[config.mk]
export PLATFORM = sky130hd
export DESIGN_NAME = network_injector
export DESIGN_NICKNAME = d
export VERILOG_FILES = /design/src/rtl/network_injector_pkg.sv /design/src/rtl/network_flit_serializer.sv /design/src/rtl/network_injector.sv
export SDC_FILE = /design/constraint.sdc
export NUM_CORES = 1
export LEC_CHECK = 0
export BUFFER_PORTS_ARGS = -buffer_cell sky130_fd_sc_hd__buf_2
export CAP_MARGIN = 30
export CORE_MARGIN = 4
export CORE_UTILIZATION = 49
export CTS_BUF_LIST = sky130_fd_sc_hd__clkbuf_4 sky130_fd_sc_hd__clkbuf_8
export CTS_CLUSTER_SIZE = 8
export DETAILED_ROUTE_END_ITERATION = 6
export HOLD_SLACK_MARGIN = 0.05
export PLACE_DENSITY = 0.81
export SLEW_MARGIN = 10
export SYNTH_ARGS = -nofsm -noshare
export SYNTH_HDL_FRONTEND = slang
export SYNTH_HIERARCHICAL = 1
export SYNTH_SLANG_ARGS = --single-unit
[constraint.sdc]
create_clock -name clk -period 2 [get_ports clk]
set_input_delay 0.1 -clock clk [delete_from_list [all_inputs] [get_ports clk]]
set_output_delay 0.1 -clock clk [all_outputs]
set_load 0.02 [all_outputs]
[src/rtl/network_injector_pkg.sv]
// Shared types and helpers for the message-to-flit injector.
//   flit_type_e : encoding of the flit_type sideband on the NoC link
//   state_e     : handshake FSM states of network_injector
//   calc_num_flits() : flits needed to carry one message
package network_injector_pkg;

    typedef enum logic [1:0] {
        HEADER      = 2'b00,
        BODY        = 2'b01,
        TAIL        = 2'b10,
        HEADER_TAIL = 2'b11
    } flit_type_e;

    typedef enum logic {
        IDLE = 1'b0,
        SEND = 1'b1
    } state_e;

    // ceil(msg_width / flit_width)
    function automatic int unsigned calc_num_flits(input int unsigned msg_width,
                                                   input int unsigned flit_width);
        return (msg_width + flit_width - 1) / flit_width;
    endfunction

endpackage

[src/rtl/network_flit_serializer.sv]
// Holds one captured message and walks it out flit by flit.
// Ports:
//   clk_i, rst_ni     : clock, synchronous active-low reset
//   load_i            : capture msg_data_i and restart at flit 0
//   next_i            : current flit was transferred; advance (wraps to 0 after last)
//   msg_data_i        : message payload to capture
//   flit_o            : current flit data (zero-padded above MessageWidth)
//   flit_type_o       : HEADER/BODY/TAIL/HEADER_TAIL of the current flit
//   last_o            : current flit is the final flit of the message
module network_flit_serializer
    import network_injector_pkg::*;
#(
    parameter int unsigned FlitWidth     = 64,
    parameter int unsigned FlitTypeWidth = 2,
    parameter int unsigned MessageWidth  = 256
) (
    input  logic                     clk_i,
    input  logic                     rst_ni,
    input  logic                     load_i,
    input  logic                     next_i,
    input  logic [MessageWidth-1:0]  msg_data_i,
    output logic [FlitWidth-1:0]     flit_o,
    output logic [FlitTypeWidth-1:0] flit_type_o,
    output logic                     last_o
);

    localparam int unsigned NumFlits = calc_num_flits(MessageWidth, FlitWidth);
    localparam int unsigned IdxWidth = (NumFlits > 1) ? $clog2(NumFlits) : 1;
    localparam int unsigned PadWidth = NumFlits * FlitWidth;
    localparam logic [IdxWidth-1:0] LastIdx = IdxWidth'(NumFlits - 1);

    logic [PadWidth-1:0] msg_q, msg_d;
    logic [IdxWidth-1:0] idx_q, idx_d;
    logic [1:0]          ftype;

    assign last_o = (idx_q == LastIdx);

    always_comb begin
        msg_d = msg_q;
        idx_d = idx_q;
        if (load_i) begin
            // Zero-extension pads the final flit above MessageWidth.
            msg_d = PadWidth'(msg_data_i);
            idx_d = '0;
        end else if (next_i) begin
            idx_d = last_o ? '0 : idx_q + IdxWidth'(1);
        end
    end

    always_ff @(posedge clk_i) begin
        if (!rst_ni) begin
            msg_q <= '0;
            idx_q <= '0;
        end else begin
            msg_q <= msg_d;
            idx_q <= idx_d;
        end
    end

    assign flit_o = msg_q[32'(idx_q) * FlitWidth +: FlitWidth];

    always_comb begin
        ftype = BODY;
        if (NumFlits == 1) begin
            ftype = HEADER_TAIL;
        end else if (idx_q == '0) begin
            ftype = HEADER;
        end else if (last_o) begin
            ftype = TAIL;
        end
    end

    assign flit_type_o = FlitTypeWidth'(ftype);

endmodule

[src/rtl/network_injector.sv]
// Message-to-flit injector: accepts one wide message per ready/valid handshake and
// drives its flits onto the NoC flit link, honouring the ready of the target VN.
// Ports:
//   clk, rst            : clock, synchronous active-low reset
//   msg_valid/msg_ready : message handshake (msg_ready combinational from ready)
//   msg_data            : message payload, flit k = msg_data[k*FlitWidth +: FlitWidth]
//   msg_broadcast       : broadcast sideband, held for the whole message
//   msg_vn              : target VN; out-of-range VNs are dropped with err_vn
//   err_vn              : one-cycle pulse after an out-of-range message is dropped
//   valid/ready         : flit handshake, transfer = valid & ready[virtual_identifier]
//   flit, flit_type     : flit data and type
//   broadcast, virtual_identifier : per-message sideband
module network_injector
    import network_injector_pkg::*;
#(
    parameter int unsigned FlitWidth                         = 64,
    parameter int unsigned FlitTypeWidth                     = 2,
    parameter int unsigned BroadcastWidth                    = 1,
    parameter int unsigned VirtualNetworkOrChannelIdWidth    = 2,
    parameter int unsigned NumberOfVirtualNetworksOrChannels = 3,
    parameter int unsigned MessageWidth                      = 256
) (
    input  logic                                      clk,
    input  logic                                      rst,
    input  logic                                      msg_valid,
    output logic                                      msg_ready,
    input  logic [MessageWidth-1:0]                   msg_data,
    input  logic [BroadcastWidth-1:0]                 msg_broadcast,
    input  logic [VirtualNetworkOrChannelIdWidth-1:0] msg_vn,
    output logic                                      err_vn,
    output logic                                      valid,
    input  logic [NumberOfVirtualNetworksOrChannels-1:0] ready,
    output logic [FlitWidth-1:0]                      flit,
    output logic [FlitTypeWidth-1:0]                  flit_type,
    output logic [BroadcastWidth-1:0]                 broadcast,
    output logic [VirtualNetworkOrChannelIdWidth-1:0] virtual_identifier
);

    if (FlitTypeWidth < 2) begin : gen_chk_ftw
        $error("FlitTypeWidth must be at least 2");
    end
    if (NumberOfVirtualNetworksOrChannels > (2 ** VirtualNetworkOrChannelIdWidth)) begin : gen_chk_vn
        $error("NumberOfVirtualNetworksOrChannels exceeds the VN identifier range");
    end

    state_e state_q, state_d;
    logic [BroadcastWidth-1:0]                 bc_q, bc_d;
    logic [VirtualNetworkOrChannelIdWidth-1:0] vi_q, vi_d;
    logic                                      err_q, err_d;

    logic                     vn_ok, accept, load, transfer;
    logic                     ser_last;
    logic [FlitWidth-1:0]     ser_flit;
    logic [FlitTypeWidth-1:0] ser_type;

    assign vn_ok    = (32'(msg_vn) < NumberOfVirtualNetworksOrChannels);
    assign transfer = (state_q == SEND) & ready[vi_q];
    // Accepting during the last-flit transfer gives back-to-back messages with no bubble.
    assign msg_ready = rst & ((state_q == IDLE) | (transfer & ser_last));
    assign accept    = msg_valid & msg_ready;
    assign load      = accept & vn_ok;

    always_comb begin
        state_d = state_q;
        bc_d    = bc_q;
        vi_d    = vi_q;
        err_d   = accept & ~vn_ok;
        unique case (state_q)
            IDLE: if (load) state_d = SEND;
            SEND: if (transfer & ser_last) state_d = load ? SEND : IDLE;
            default: state_d = IDLE;
        endcase
        if (load) begin
            bc_d = msg_broadcast;
            vi_d = msg_vn;
        end
    end

    always_ff @(posedge clk) begin
        if (!rst) begin
            state_q <= IDLE;
            bc_q    <= '0;
            vi_q    <= '0;
            err_q   <= 1'b0;
        end else begin
            state_q <= state_d;
            bc_q    <= bc_d;
            vi_q    <= vi_d;
            err_q   <= err_d;
        end
    end

    network_flit_serializer #(
        .FlitWidth     (FlitWidth),
        .FlitTypeWidth (FlitTypeWidth),
        .MessageWidth  (MessageWidth)
    ) u_serializer (
        .clk_i       (clk),
        .rst_ni      (rst),
        .load_i      (load),
        .next_i      (transfer),
        .msg_data_i  (msg_data),
        .flit_o      (ser_flit),
        .flit_type_o (ser_type),
        .last_o      (ser_last)
    );

    assign valid              = (state_q == SEND);
    // Idle outputs read as zero so a single-flit config does not show HEADER_TAIL in reset.
    assign flit               = valid ? ser_flit : '0;
    assign flit_type          = valid ? ser_type : '0;
    assign broadcast          = bc_q;
    assign virtual_identifier = vi_q;
    assign err_vn             = err_q;

endmodule

# Word-level counts from Yosys, hierarchy flattened
# Cells that the tools add are included.
[op_classes]
n_addsub = 1
order_cmp = 2
eq_ne = 1
shifts = 1
n_mux = 10
bitwise = 10
n_reduce_logical = 2
[ops]
columns = ["cell", "count"]
rows = [
  ["256-bit by 9-bit indexed part select with 64-bit output", 1],
  ["64-bit two-way mux", 1],
  ["2-bit two-way mux", 4],
  ["1-bit AND", 6],
  ["2-bit by 3-bit < comparator with 1-bit output, second input constant", 1],
  ["1-bit two-way mux", 3],
  ["1-bit NOT", 3],
  ["2-bit by 1-bit adder with 2-bit output, second input constant", 1],
  ["1-bit binary-select mux with 2-bit select", 1],
  ["2-bit == test, second input constant", 1],
  ["2-bit logical NOT", 1],
  ["2-bit < comparator, second input constant", 1],
  ["1-bit case mux with 2 select lines", 1],
  ["2-bit OR reduction", 1],
  ["1-bit OR", 1],
]
[word_totals]
register_bits = 263
inputBits = 265
wordCells = 33

# Depth between registers and ports, before layout
# Gate-level depths: netlist of the first run.
[logic_depth]
word_depth = 11
ltp_mapped = 10
depth_no_buf = 7

# By module
# The synthesis of the first run kept the hierarchy.
[modules_own_cells]
columns = ["module", "n_inst", "cells_each", "area_each_um2", "seq_area_each_um2"]
rows = [
  ["network_flit_serializer", 1, 913, 11289.6, 5165.0],
  ["network_injector", 1, 102, 726.9, 100.1],
]

# Worst setup path before layout of the first run
# No wires, ideal clock.
[synth_path]
kind = "reg-to-reg"
startpoint = "register u_serializer.idx_q[0]"
endpoint = "register u_serializer.msg_q[211]"
setup_ns = 0.116
arrival_ns = 1.973
required_ns = 1.884
slack_ns = -0.089
stages_incl_launch_ff = 11
n_path_buf = 3
synth_period_minus_slack_ns = 2.089
cell_sequence = "dfxtp_1 -> ha_1 -> inv_1 -> o311ai_4 -> nand3_2 -> a21oi_1 -> buf_2 -> buf_4 -> buf_4 -> mux2i_1 -> nor2b_1"
[synth_between]
elab_chain_cells = 6
[synth_lines]
columns = ["element", "line", "text"]
rows = [
  ["start, declared", "network_flit_serializer.sv:33", "logic [IdxWidth-1:0] idx_q, idx_d;"],
  ["start signal, assigned", "network_flit_serializer.sv:56", "idx_q <= idx_d;"],
  ["2-bit == test", "network_flit_serializer.sv:36", "assign last_o = (idx_q == LastIdx);"],
  ["via ser_last", "network_injector.sv:52", "logic ser_last;"],
  ["1-bit AND", "network_injector.sv:59", "assign msg_ready = rst & ((state_q == IDLE) | (transfer & ser_last));"],
  ["1-bit OR", "network_injector.sv:59", ""],
  ["1-bit AND", "network_injector.sv:59", ""],
  ["1-bit AND", "network_injector.sv:60", "assign accept = msg_valid & msg_ready;"],
  ["1-bit AND", "network_injector.sv:61", "assign load = accept & vn_ok;"],
  ["via load", "network_injector.sv:51", "logic vn_ok, accept, load, transfer;"],
  ["end signal, assigned", "network_flit_serializer.sv:55", "msg_q <= msg_d;"],
  ["end, declared", "network_flit_serializer.sv:32", "logic [PadWidth-1:0] msg_q, msg_d;"],
]
# The timed path passes the listed nets, and every way through them passes these cells.
# A chain may end at the register's enable or synchronous reset.

# Final worst setup path of the first run
[layout_path]
startpoint = "register vi_q[0], in the netlist virtual_identifier[0]"
endpoint = "register u_serializer.msg_q[212]"
[layout_between]
elab_chain_cells = 8
[layout_lines]
columns = ["element", "line", "text"]
rows = [
  ["start, declared", "network_injector.sv:48", "logic [VirtualNetworkOrChannelIdWidth-1:0] vi_q, vi_d;"],
  ["start signal, assigned", "network_injector.sv:88", "vi_q <= vi_d;"],
  ["1-bit binary-select mux with 2-bit select", "network_injector.sv:57", "assign transfer = (state_q == SEND) & ready[vi_q];"],
  ["1-bit two-way mux (implied by the code)", "network_injector.sv:57", ""],
  ["1-bit AND", "network_injector.sv:57", ""],
  ["1-bit AND", "network_injector.sv:59", ""],
  ["1-bit OR", "network_injector.sv:59", ""],
  ["1-bit AND", "network_injector.sv:59", ""],
  ["1-bit AND", "network_injector.sv:60", ""],
  ["1-bit AND", "network_injector.sv:61", ""],
  ["via load", "network_injector.sv:51", ""],
]
# The timed path passes the listed nets, and every way through them passes these cells. The select of a mux whose other input is x is not followed.

==> impl_metrics.py, run 1 <==
metrics = {
    "run_status": {
        "status": "complete, but fails checks",
        "violations": "negative setup slack",
    },
    "setup_path": {
        "crit_chain": "mux2i_4 -> o311ai_4 -> nand3_2 -> a21oi_4 -> buf_12 -> buf_12 -> buf_8 -> buf_16 -> mux2i_1 -> nor2b_1",
        "crit_type": "reg2reg",
        "r2r_end": "u_serializer/msg_q[212]",
        "r2r-start": "virtual_identifier[0]",
        "path_max_fanout": 7,
        "path_common_cell": "buf_12",
        "crit_path_max_incr_delay_ns": 0.38,
        "endpoint_kind": "flop",
        "r2r_setup_slack_ns": -0.41,
        "cp_data_required_time_ns": 2.40,
        "path_delay_family": "buffers and inverters",
        "reg2reg_depth": 10,
        "start_kind": "flop",
        "worstPathArrival_ns": 2.81,
        "cp.buffers_inverters": 4,
        "crit_slowest_cell": "dfxtp_4",
    },
    "place": {
        "place.gp.congestion": 0.748,
        "dpl.cell_count": 1625,
        "pre_cts_ws_ns": -0.177,
        "dp_hpwl_um": 20000,
        "portBuffers": 336,
    },
    "synthesis": {
        "synth_top_area_share": 0.438,
        "synth-seq-cells": 263,
        "ys_top_cells_by_area": "dfxtp_1 (44%), mux2i_1 (21%), nor2b_1 (13%), mux4_2 (12%), and2_1 (3.5%)",
        "synth_mux_area_frac": 0.335,
        "synth_top_family_by_area": "multiplexers",
        "synthXorXnorAreaFrac": 0,
        "ys_types": 31,
        "syn_area_mm2": 0.0120,
        "synth_common_cells": "dfxtp_1 (263), mux2i_1 (258), nor2b_1 (256)",
        "yosysWarnings": 6,
        "synth-compound-area-share": 0.00937,
        "synth-adder-area-share": 0.00104,
        "synth_enable_flop_cells": 0,
        "synthSimpleGateAreaFrac": 0.175,
        "netlist_instances": 1015,
        "yosysSeqAreaShare": 0.438,
        "yosysMostFrequentCell": "dfxtp_1",
        "synth-main-ff-cell": "dfxtp_1",
        "yosys.area.top_type": "dfxtp_1",
        "avgSynthCellArea_um2": 11.8,
        "synth_fp_nets": 1281,
        "async_flop_share": 0,
    },
    "final_layout": {
        "drive_gt1_frac": 0.408,
        "fin_cells": 2022,
        "area_growth_pct": 65.4,
        "fin_nets": 1929,
        "final.fill_count": 1176,
    },
    "route": {
        "dr.pass1.iters": 5,
        "wl_per_cell_um": 24.3,
        "ant_nets": 0,
        "drt_iter0_markers": 794,
        "drc": 0,
        "drt_wl_total_um": 49200,
        "via_per_inst": 5.51,
        "via_count": 11100,
    },
    "worst_hold_path": {
        "hp-class": "in2reg",
        "worstHoldStart": "ready[2]",
        "holdPathStages": 6,
        "hold_end": "u_serializer/idx_q[1]",
    },
    "floorplan": {
        "die_area_mm2": 0.0271,
        "rows": 57,
        "fp.dieW_um": 165,
        "die_h_um": 165,
        "core-area_mm2": 0.0242,
        "io_pins": 337,
        "start_util": 0.496,
    },
    "power": {
        "finalPower_uw": 13200,
        "p_leak_uw": 0.00779,
        "p_per_area_mw_per_mm2": 664,
        "max-vdd-ir-drop_mv": 0.593,
    },
    "grt": {
        "grt_pass1_wl_um": 66500,
        "gr-total-overflow": 0,
        "antenna_found_initial": 3,
        "grt_pass1_vias": 12000,
        "track_usage": 0.317,
        "grt_max_degree": 193,
    },
    "sta": {
        "slew_violations": 0,
        "period_minus_slack_ns": 2.41,
        "relSlewSlack": 0.494,
        "setup_slack_ns": -0.414,
        "finalHoldViolCount": 0,
        "fin_worst_skew_ns": 0.0282,
        "fmax_ghz": 0.414,
        "worst_pin_slew_ns": 0.759,
        "period_share": 1.21,
        "rsz0062_at_grt": "yes",
        "setup_viol_count_final": 318,
    },
    "cts": {
        "worstSkewPairLatency_ns": 0.55,
        "cts_htree_levels": 2,
        "clock_sinks": 263,
        "max-clock-path-buffers": 3,
        "path_clk_slew_ns": 0.06,
        "root_buffer": "clkbuf_8",
        "cts_tree": "yes",
        "cts_buffers": 44,
    },
    "job": {
        "drv_cap": 0,
    },
}
## area by class of cell
type,instances,area (µm²),area share
Clock buffer,72,866,0.0436
Multi-Input combinational cell,669,6820,0.343
Inverter,3,11.3,0.000567
Clock inverter,6,61.3,0.00308
Timing Repair Buffer,682,6430,0.323
Antenna cell,3,7.51,0.000378
Sequential cell,263,5280,0.266
Tap cell,324,405,0.0204
## per-stage QoR
stage	hold slack (ns)	cell area, µm²	utilization	TNS (ns)
finish	0.174	19900	0.820	-55.55
global placement	0.338	14100	0.580	-18.44
CTS	0.113	19000	0.782	-52.92
floorplan	0.252	12000	-	-2.54
detailed placement	0.346	14100	0.580	-28.16
global route	0.175	19900	0.820	-81.59
## where the power goes
part | total, µW | switching [µW] | internal, µW
Sequential | 5650 | 176 | 5480
Clock | 5120 | 2250 | 2860
Combinational | 2440 | 979 | 1460
## timing repair
item | 4_1_cts | 5_1_grt
gates cloned | 22 | 8
setup endpoints to repair | 311 | 323
pin swaps | 2 | 3
hold buffers | 262 | 0
setup buffers | 15 | 14
endpoints found under the hold margin | 261 | 0
resized for setup | 162 | 168
## worst register-to-register path: stages (launching register included)
cell,delay [ns]
dfxtp_4,0.38
mux2i_4,0.24
o311ai_4,0.31
nand3_2,0.14
a21oi_4,0.19
buf_12,0.16
buf_12,0.17
buf_8,0.14
buf_16,0.13
mux2i_1,0.27
nor2b_1,0.15
## cell families (layout without fill, tap and decap cells)
kind of cell	Yosys count	after routing
other cells	0	3
buf+inv	83	763
fa+ha+maj	1	1
compound gates	11	11
flops	263	263
simple gates	335	335
mux	322	322
## state kept, by name (all words and copies together), names as in the netlist
register            flops
virtual_identifier      2
u_serializer/msg_q    256
broadcast               1
err_vn                  1
valid                   1
u_serializer/idx_q      2
## metal layers
| metal | global-route usage | routed length [µm] | share of wire |
|---|---|---|---|
| met1 | 0.339 | 16700 | 0.34 |
| met2 | 0.571 | 25500 | 0.52 |
| met3 | 0.0769 | 3670 | 0.075 |
| met4 | 0.179 | 3340 | 0.068 |
| met5 | 0 | 0 | 0 |
## worst max path at each step
stage	start	endpoint	slack [ns]	cells past startpoint
detailed placement	virtual_identifier[0]	u_serializer/msg_q[31]	-0.18	8
global route	virtual_identifier[0]	u_serializer/msg_q[212]	-0.49	10
floorplan	u_serializer/idx_q[0]	u_serializer/msg_q[100]	-0.01	10
global placement	virtual_identifier[0]	u_serializer/msg_q[157]	-0.12	8
finish	virtual_identifier[0]	u_serializer/msg_q[212]	-0.41	10
CTS	u_serializer/idx_q[0]	flit[22]	-0.27	6
## layout by cell type, fill, tap and decap left out, types with 3 or more instances in the layout
cell type	n
buf_12	28
mux4_2	64
nor2b_2	4
inv_1	3
clkbuf_4	20
dfxtp_1	259
buf_4	9
clkbuf_8	52
dlygate4sd3_1	262
mux2i_1	205
buf_8	6
mux2i_4	22
and2_1	6
clkbuf_16	8
clkinv_2	3
and2_4	62
buf_2	273
dfxtp_4	3
nor2b_1	252
buf_6	69
buf_16	27
mux2i_2	31
diode_2	3
(Power assumes the default switching activity.)
==> run 2, diff against run 1 <==
Settings changed: PLACE_DENSITY 0.81 to 0.8, SYNTH_HIERARCHICAL 1 to default.
==> run 2 against run 1 <==
The run still ends with negative setup slack left. Synthesized cell count is 25% higher. Utilization is 5.0 points lower. Clock power is 3.9% lower. Largest power group unchanged. Register-to-register slack better by 0.23 ns. First-iteration DRC count is 34% higher. Area after synthesis is 2.5% higher. Fmax is 8.7% higher. Worst setup slack better by 0.19 ns. Final cell count is 12% higher. Critical path depth is 5 lower.
==> impl_metrics.py, run 2 <==
metrics = {
    "sta": {
        "worst_pin_slew_ns": 0.538,
        "period_minus_slack_ns": 2.22,
        "setup_slack_ns": -0.220,
        "finalHoldViolCount": 0,
        "slew_violations": 0,
        "fmax_ghz": 0.450,
        "relSlewSlack": 0.641,
        "setup_viol_count_final": 291,
        "tns_ns": -30.54,
        "fin_worst_skew_ns": 0.0174,
        "period_share": 1.11,
        "holdWs_ns": 0.215,
        "rsz0062_at_grt": "yes",
    },
    "synthesis": {
        "yosysWarnings": 0,
        "async_flop_share": 0,
        "syn_area_mm2": 0.0123,
        "synth_common_cells": "dfxtp_1 (263), inv_1 (260), mux2i_1 (258), nand2_1 (258), and2_1 (67)",
        "synth_fp_nets": 1536,
        "synth-main-ff-cell": "dfxtp_1",
        "yosys.area.top_type": "dfxtp_1",
        "yosysMostFrequentCell": "dfxtp_1",
        "ys_top_cells_by_area": "dfxtp_1 (43%), mux2i_1 (21%), mux4_2 (12%), inv_1 (7.9%), nand2_1 (7.9%)",
        "synth_top_area_share": 0.428,
        "synth-seq-cells": 263,
        "avgSynthCellArea_um2": 9.70,
        "netlist_instances": 1269,
        "yosysSeqAreaShare": 0.428,
        "synth_enable_flop_cells": 0,
        "ys_types": 23,
    },
    "cts": {
        "root_buffer": "clkbuf_8",
        "cts_tree": "yes",
        "clock_sinks": 263,
        "worstSkewPairLatency_ns": 0.54,
        "cts_buffers": 44,
        "cts_htree_levels": 2,
        "path_clk_slew_ns": 0.07,
        "max-clock-path-buffers": 3,
    },
    "job": {
        "drv_cap": 0,
    },
    "route": {
        "wl_per_cell_um": 21.5,
        "via_count": 12200,
        "dr.pass1.iters": 7,
        "drc": 0,
        "drt_iter0_markers": 1062,
        "drt_wl_total_um": 48400,
        "ant_nets": 0,
        "via_per_inst": 5.41,
    },
    "power": {
        "p_per_area_mw_per_mm2": 694,
        "max-vdd-ir-drop_mv": 0.515,
        "p_leak_uw": 0.0103,
        "finalPower_uw": 13100,
    },
    "final_layout": {
        "largest_reg_flops": 256,
        "top_register": "u_serializer.msg_q",
        "drive_gt1_frac": 0.309,
        "area_growth_pct": 53.3,
        "final_cell_area_mm2": 0.0189,
        "fin_nets": 2159,
        "final_cell_mix": "buf_2 (295), dlygate4sd3_1 (262), inv_1 (260), dfxtp_1 (260), nand2_1 (258)",
        "final_common_cell": "buf_2",
    },
    "floorplan": {
        "io_pins": 337,
        "die_h_um": 167,
        "die_area_mm2": 0.0277,
        "start_util": 0.502,
        "core-area_mm2": 0.0245,
        "fp.dieW_um": 167,
        "rows": 57,
    },
    "run_status": {
        "violations": "negative setup slack",
        "status": "complete, but fails checks",
    },
    "setup_path": {
        "path_delay_family": "multiplexers",
        "crit_slowest_cell": "mux4_2",
        "cp.depth": 5,
        "endpoint_kind": "primary output",
        "crit_type": "reg2out",
        "start_kind": "flop",
        "cp_data_required_time_ns": 1.90,
        "path_max_fanout": 6,
        "crit_path_max_incr_delay_ns": 0.53,
        "worstPathArrival_ns": 2.12,
        "reg2reg_depth": 10,
        "crit_chain": "buf_12 -> buf_16 -> mux4_2 -> and2_4 -> buf_6",
        "cp.buffers_inverters": 3,
    },
    "worst_hold_path": {
        "hp-class": "in2reg",
        "holdPathStages": 5,
    },
    "grt": {
        "grt_pass1_vias": 13400,
        "grt_max_degree": 122,
        "grt_pass1_wl_um": 70200,
        "track_usage": 0.317,
        "gr-total-overflow": 0,
        "antenna_found_initial": 11,
    },
    "place": {
        "place.gp.congestion": 0.837,
        "portBuffers": 336,
        "dp_hpwl_um": 21800,
        "placed_cell_area_mm2": 0.0144,
    },
}
==> run 2: final timing paths <==
path                                 from                       to  slack [ns]
hold / removal                   ready[2]    u_serializer.idx_q[1]        0.21
setup reg to reg    u_serializer.idx_q[0]  u_serializer.msg_q[217]       -0.18
hold reg to reg   u_serializer.msg_q[194]  u_serializer.msg_q[194]        0.46
setup / recovery    u_serializer.idx_q[0]                 flit[43]       -0.22
==> run 2: cell type report <==
cell class / instances / area (µm²)
Clock inverter: 1 / 5.00
Multi-Input combinational cell: 667 / 5790
Tap cell: 324 / 405
Inverter: 260 / 976
Fill cell: 1357 / 5660
Timing Repair Buffer: 656 / 5510
Clock buffer: 70 / 882
Sequential cell: 263 / 5270
Antenna cell: 14 / 35.0
==> run 2: tightest hold or removal path, cell delays in order <==
cell and delay (ns):
buf_2 0.09, nand4b_1 0.09, o21ai_0 0.14, mux2_2 0.17
and3_1 0.14
==> run 2: power breakdown <==
| part | switching [µW] | internal, µW | leakage (µW) |
|---|---|---|---|
| logic | 1010 | 1270 | 0.00761 |
| registers | 253 | 5640 | 0.00217 |
| clock network | 2160 | 2760 | 0.000474 |
| total | 3430 | 9670 | 0.0103 |
==> run 2: timing repair <==
item	4_1_cts	5_1_grt
gates cloned	4	9
hold buffers	262	0
endpoints found under the hold margin	263	0
buffers inserted	6	12
endpoints found under the setup margin	66	313
pin swaps	1	0
resized for setup	48	103
==> run 2: metal layers <==
layer	GRT usage	wire (µm)
met1	0.322	16500
met2	0.558	24400
met3	0.0763	3670
met4	0.244	3870
met5	0	13
==> run 2: kinds of logic after synthesis <==
family	synth area share
simple gates	0.117
mux	0.329
fa+ha+maj	0.00203
buf+inv	0.118
flops	0.428
compound gates	0.00691
==> run 2: through the flow <==
step	util	setup WS [ns]	std cells
after detailed placement	0.586	0.120	1879
final	0.769	-0.220	2255
after floorplan	-	0.209	1269
after global placement	0.586	0.195	1879
after global routing	0.769	-0.289	2252
after CTS	0.743	-0.264	2222
